==> src/rtl/regfile_scoreboard.sv <==
// Integer register file with two async read ports, one writeback port and a per-register
// pending-write scoreboard. Define REGFILE_BYPASS_EN to forward same-cycle writeback to reads.
module regfile_scoreboard #(
  parameter int ADDR_WIDTH = 5,
  parameter int DATA_WIDTH = 32,
  parameter int PEND_WIDTH = 2
) (
  input  logic                  clock,
  input  logic                  reset,
  input  logic [ADDR_WIDTH-1:0] rs1_addr,
  input  logic [ADDR_WIDTH-1:0] rs2_addr,
  output logic [DATA_WIDTH-1:0] rs1_value,
  output logic [DATA_WIDTH-1:0] rs2_value,
  output logic                  rs1_busy,
  output logic                  rs2_busy,
  input  logic                  issue_valid,
  input  logic [ADDR_WIDTH-1:0] issue_rd,
  output logic                  issue_ready,
  input  logic                  wb_valid,
  input  logic [ADDR_WIDTH-1:0] wb_addr,
  input  logic [DATA_WIDTH-1:0] wb_data,
  output logic                  wb_underflow,
  output logic [DATA_WIDTH-1:0] a0_value
);
  localparam int DEPTH = 2 ** ADDR_WIDTH;
  localparam logic [ADDR_WIDTH-1:0] A0_IDX  = ADDR_WIDTH'(10);
  localparam logic [PEND_WIDTH-1:0] CNT_MAX = '1;
  localparam logic [PEND_WIDTH-1:0] CNT_ONE = PEND_WIDTH'(1);

  logic [DATA_WIDTH-1:0] rf  [DEPTH];
  logic [PEND_WIDTH-1:0] cnt [DEPTH];
  logic [DEPTH-1:0]      inc;
  logic [DEPTH-1:0]      dec;
  logic                  underflow_q;
  logic                  wb_uf;

  assign issue_ready = (issue_rd == '0) || (cnt[issue_rd] != CNT_MAX);

  // A same-cycle issue and writeback to one register cancel, even when its count is 0.
  always_comb begin
    inc = '0;
    dec = '0;
    for (int unsigned r = 1; r < DEPTH; r++) begin
      inc[r] = issue_valid && issue_ready && (issue_rd == ADDR_WIDTH'(r));
      dec[r] = wb_valid && (wb_addr == ADDR_WIDTH'(r)) && ((cnt[r] != '0) || inc[r]);
    end
  end

  assign wb_uf = wb_valid && (wb_addr != '0) && (cnt[wb_addr] == '0) && !inc[wb_addr];

  always_ff @(posedge clock) begin
    if (reset) begin
      for (int unsigned r = 0; r < DEPTH; r++) begin
        rf[r]  <= '0;
        cnt[r] <= '0;
      end
      underflow_q <= 1'b0;
    end else begin
      if (wb_valid && (wb_addr != '0))
        rf[wb_addr] <= wb_data;
      for (int unsigned r = 1; r < DEPTH; r++) begin
        if (inc[r] && !dec[r])
          cnt[r] <= cnt[r] + CNT_ONE;
        else if (dec[r] && !inc[r])
          cnt[r] <= cnt[r] - CNT_ONE;
      end
      if (wb_uf)
        underflow_q <= 1'b1;
    end
  end

  always_comb begin
    rs1_value = (rs1_addr == '0) ? '0 : rf[rs1_addr];
    rs2_value = (rs2_addr == '0) ? '0 : rf[rs2_addr];
    rs1_busy  = (rs1_addr != '0) && (cnt[rs1_addr] != '0);
    rs2_busy  = (rs2_addr != '0) && (cnt[rs2_addr] != '0);
`ifdef REGFILE_BYPASS_EN
    // The retiring write satisfies one reservation, so only further pending writes stall.
    if (wb_valid && (wb_addr == rs1_addr) && (rs1_addr != '0)) begin
      rs1_value = wb_data;
      rs1_busy  = cnt[rs1_addr] > CNT_ONE;
    end
    if (wb_valid && (wb_addr == rs2_addr) && (rs2_addr != '0)) begin
      rs2_value = wb_data;
      rs2_busy  = cnt[rs2_addr] > CNT_ONE;
    end
`endif
  end

  assign wb_underflow = underflow_q;
  assign a0_value     = rf[A0_IDX];
endmodule

==> config.mk <==
export PLATFORM = sky130hd
export DESIGN_NAME = regfile_scoreboard
export DESIGN_NICKNAME = d
export VERILOG_FILES = /design/src/rtl/regfile_scoreboard.sv
export SDC_FILE = /design/constraint.sdc
export NUM_CORES = 2
export LEC_CHECK = 0
export BUFFER_PORTS_ARGS = -buffer_cell sky130_fd_sc_hd__buf_2
export CAP_MARGIN = 20
export CELL_PAD_IN_SITES_DETAIL_PLACEMENT = 2
export CELL_PAD_IN_SITES_GLOBAL_PLACEMENT = 2
export CORE_AREA = 2 2 418 420
export DETAILED_ROUTE_END_ITERATION = 10
export DIE_AREA = 0 0 420 422
export HOLD_SLACK_MARGIN = 0.03
export PLACE_DENSITY_LB_ADDON = 0.1
export SYNTH_ARGS = -nofsm -noshare
export SYNTH_HDL_FRONTEND = slang
export SYNTH_SLANG_ARGS = --single-unit
==> constraint.sdc <==
create_clock -name clock -period 6.4 [get_ports clock]
set_clock_uncertainty 0.1 [all_clocks]
set_input_delay 0.96 -clock clock [delete_from_list [all_inputs] [get_ports clock]]
set_output_delay 0.96 -clock clock [all_outputs]
set_load 0.02 [all_outputs]
==> qor.txt <==
GRT overflow = 0
net count reported at finish = 4016
Post-Syn Instances = 3956
Die W = 420 µm
CP max-delay cell = buf_8
minimum clock period after layout = 5.00 ns
setup_tns = 0 ns
crit path cell chain = buf_8, buf_4, mux4_2, mux4_2, nand2_1, o21ai_0, buf_2
Ports = 156
largest area contributor in the netlist = edfxtp_1
fraction of layout cells with a size suffix above 1 = 29.8%
final-report setup violation count = 0
Max clock buf depth = 3
Post-synth EDFFs = 1086
ranking of synthesized cells by area = edfxtp_1 54%, mux4_2 25%, and2_1 5.8%
number of buffers created by CTS = 137
adder-cell share of the synthesized area = 0.0208%
Initial Util = 34.7%
GRT Total Usage = 28.6%
fmax = 200 MHz
root buf cell = clkbuf_16
CTS sink cnt = 1087
unrepaired setup endpoints after global routing = false
Synth Area in XOR/XNOR = 0.190%
CTS tree = done
Yosys warnings = 0
drt total wl = 253000 µm
relative slew slack = 21.7%
CTS-repair resized insts = 0
Pleak = 24.3 nW
first-pass GRT wire length = 350000 µm
core area = 173000 µm²
simple-gate portion of the synthesized area = 13.3%
die height = 422 µm
CP startpoint kind = input pin
CP Data Arrival Time = 3.94 ns
vias post-DR = 39.6k
asr flop ratio synth = 0%
Final Hold Viols = 0
top cells by count, synth = 1086 x edfxtp_1, 661 x mux4_2, 554 x and2_1, 452 x and3_1, 359 x clkbuf_1
Slew Limit Fails = 0
# hold bufs at CTS = 0
Post-CTS Setup Bufs = 0
Unique masters post-synth = 76
drt drc = 0
htree depth = 4
antenna violations before repair = 30
Crit Path Max Fanout = 65
maxcap violations = 0
status = complete, no violations
count of state elements after synthesis = 1087
worst-skew pair later-pin latency = 0.77 ns
DRT Pass-1 Iters = 5
DR vias/cell = 6.18
Iter 0 DRT Violations = 4417
synth-to-layout area growth = 13.3%
hpwl dp = 151000 µm
register area share after synthesis = 54.3%
largest family of logic cells by synthesized area = multiplexers
most common cell in the netlist = edfxtp_1
Synth Cell Area = 60000 µm²
worst min path class = reg2reg
Crit. End Element = output port
Setup Crit Path Kind = in2out
drt wl/cell = 39.6 µm
die area = 177000 µm²
CP Data Required Time = 5.34 ns
total power = 18.5 mW
Tcrit/Tclk final = 78.2%
vias in the first global route = 42.3k
worst slew pin tran = 1.17 ns
Avg Cell Area, Syn = 15.2 µm²
clock edge transition at the registers on the reported setup and hold paths = 0.06 ns
cell family with most CP delay = buffers and inverters
Yosys top cell area share = 54.3%
routability congestion estimate = 0.802
CP Buf/Inv Count = 3
post-synthesis mux area share = 25.9%
cell row count = 153
CP dominant cell by count = mux4_2
largest net degree at the start of global routing = 100
Critical Path Max Stage Delay = 0.66 ns
PwrDens = 273 nW/µm²
compound-cell area share of the yosys netlist = 2.91%
Main synth FF type = edfxtp_1
maximum vdd drop = 264 µV
Routed Antenna Nets = 0
IO buf count = 155
==> cells by family (layout without fill, tap and decap cells) <==
kind of cell	Yosys count	after routing
XOR/XNOR	13	13
multiplexers	725	725
flip-flops	1087	1087
adder cells (fa/ha/maj)	1	1
AND/OR/NAND/NOR	1383	1383
buffers and inverters	499	580
other	1	42
AO/OA/AOI/OAI	247	247
==> power by group <==
part	internal, mW	switching, mW	total, mW
clock	4.22	3.24	7.46
sequential	8.24	0.247	8.49
combinational	1.01	1.59	2.60
==> layer usage <==
layer	share of wire [%]	vias to the layer above	global-route usage, %
li1	-	15800	-
met1	41	21900	37.9
met2	50	1532	47.9
met3	5.1	413	3.09
met4	4.2	2	11.5
met5	0.0047	-	0
==> area by class of cell <==
cell class,count,area (µm²)
flip-flops and latches,1087,32600
inverters,39,148
multi-input cells,2401,25900
diodes,10,25.0
repair buffers,293,2220
fillers,16700,105000
clock inverters,73,454
well taps,2325,2910
clock buffers,175,3720
==> per-stage QoR <==
stage | instances | hold WS, ns | util (%) | cell area [µm²] | setup WS [ns]
6_report | 6403 | 0.499 | 39.4 | 68100 | 1.40
5_1_grt | 6395 | 0.548 | 39.4 | 68000 | 1.24
4_1_cts | 6392 | 0.496 | 39.3 | 68000 | 1.30
3_5_place_dp | 6144 | 0.478 | 36.9 | 63800 | 1.31
3_3_place_gp | 6144 | 0.493 | 36.9 | 63800 | 1.30
2_1_floorplan | 3987 | 0.460 | - | 60200 | 1.48
==> flip-flops by register name, summed over array words and instances (netlist names) <==
name / cells
cnt: 62
rf: 1024
wb_underflow: 1
==> worst paths after layout <==
check | start | cells past startpoint | endpoint | slack [ns]
max | rs2_addr[0] | 7 | rs2_value[29] | 1.40
min | wb_underflow | 1 | wb_underflow | 0.50
max reg2reg | cnt[19][0] | 5 | cnt[24][1] | 3.19
min reg2reg | wb_underflow | 1 | wb_underflow | 0.50
==> placed cells by master, fill, tap and decap left out, types with 24 or more instances in the layout <==
| cell | n |
|---|---|
| clkbuf_16 | 144 |
| and3_1 | 452 |
| mux4_2 | 661 |
| a21oi_1 | 42 |
| mux2i_1 | 57 |
| edfxtp_1 | 1086 |
| clkinv_2 | 24 |
| clkinv_1 | 39 |
| nand3_1 | 52 |
| buf_12 | 26 |
| clkbuf_1 | 31 |
| nor2_1 | 123 |
| o21ai_0 | 33 |
| buf_2 | 145 |
| and2_1 | 553 |
| o211ai_1 | 25 |
| conb_1 | 32 |
| nand2_1 | 89 |
| nor3_1 | 27 |
| buf_4 | 114 |
| inv_1 | 34 |
Power figures use the tool's default switching activity.
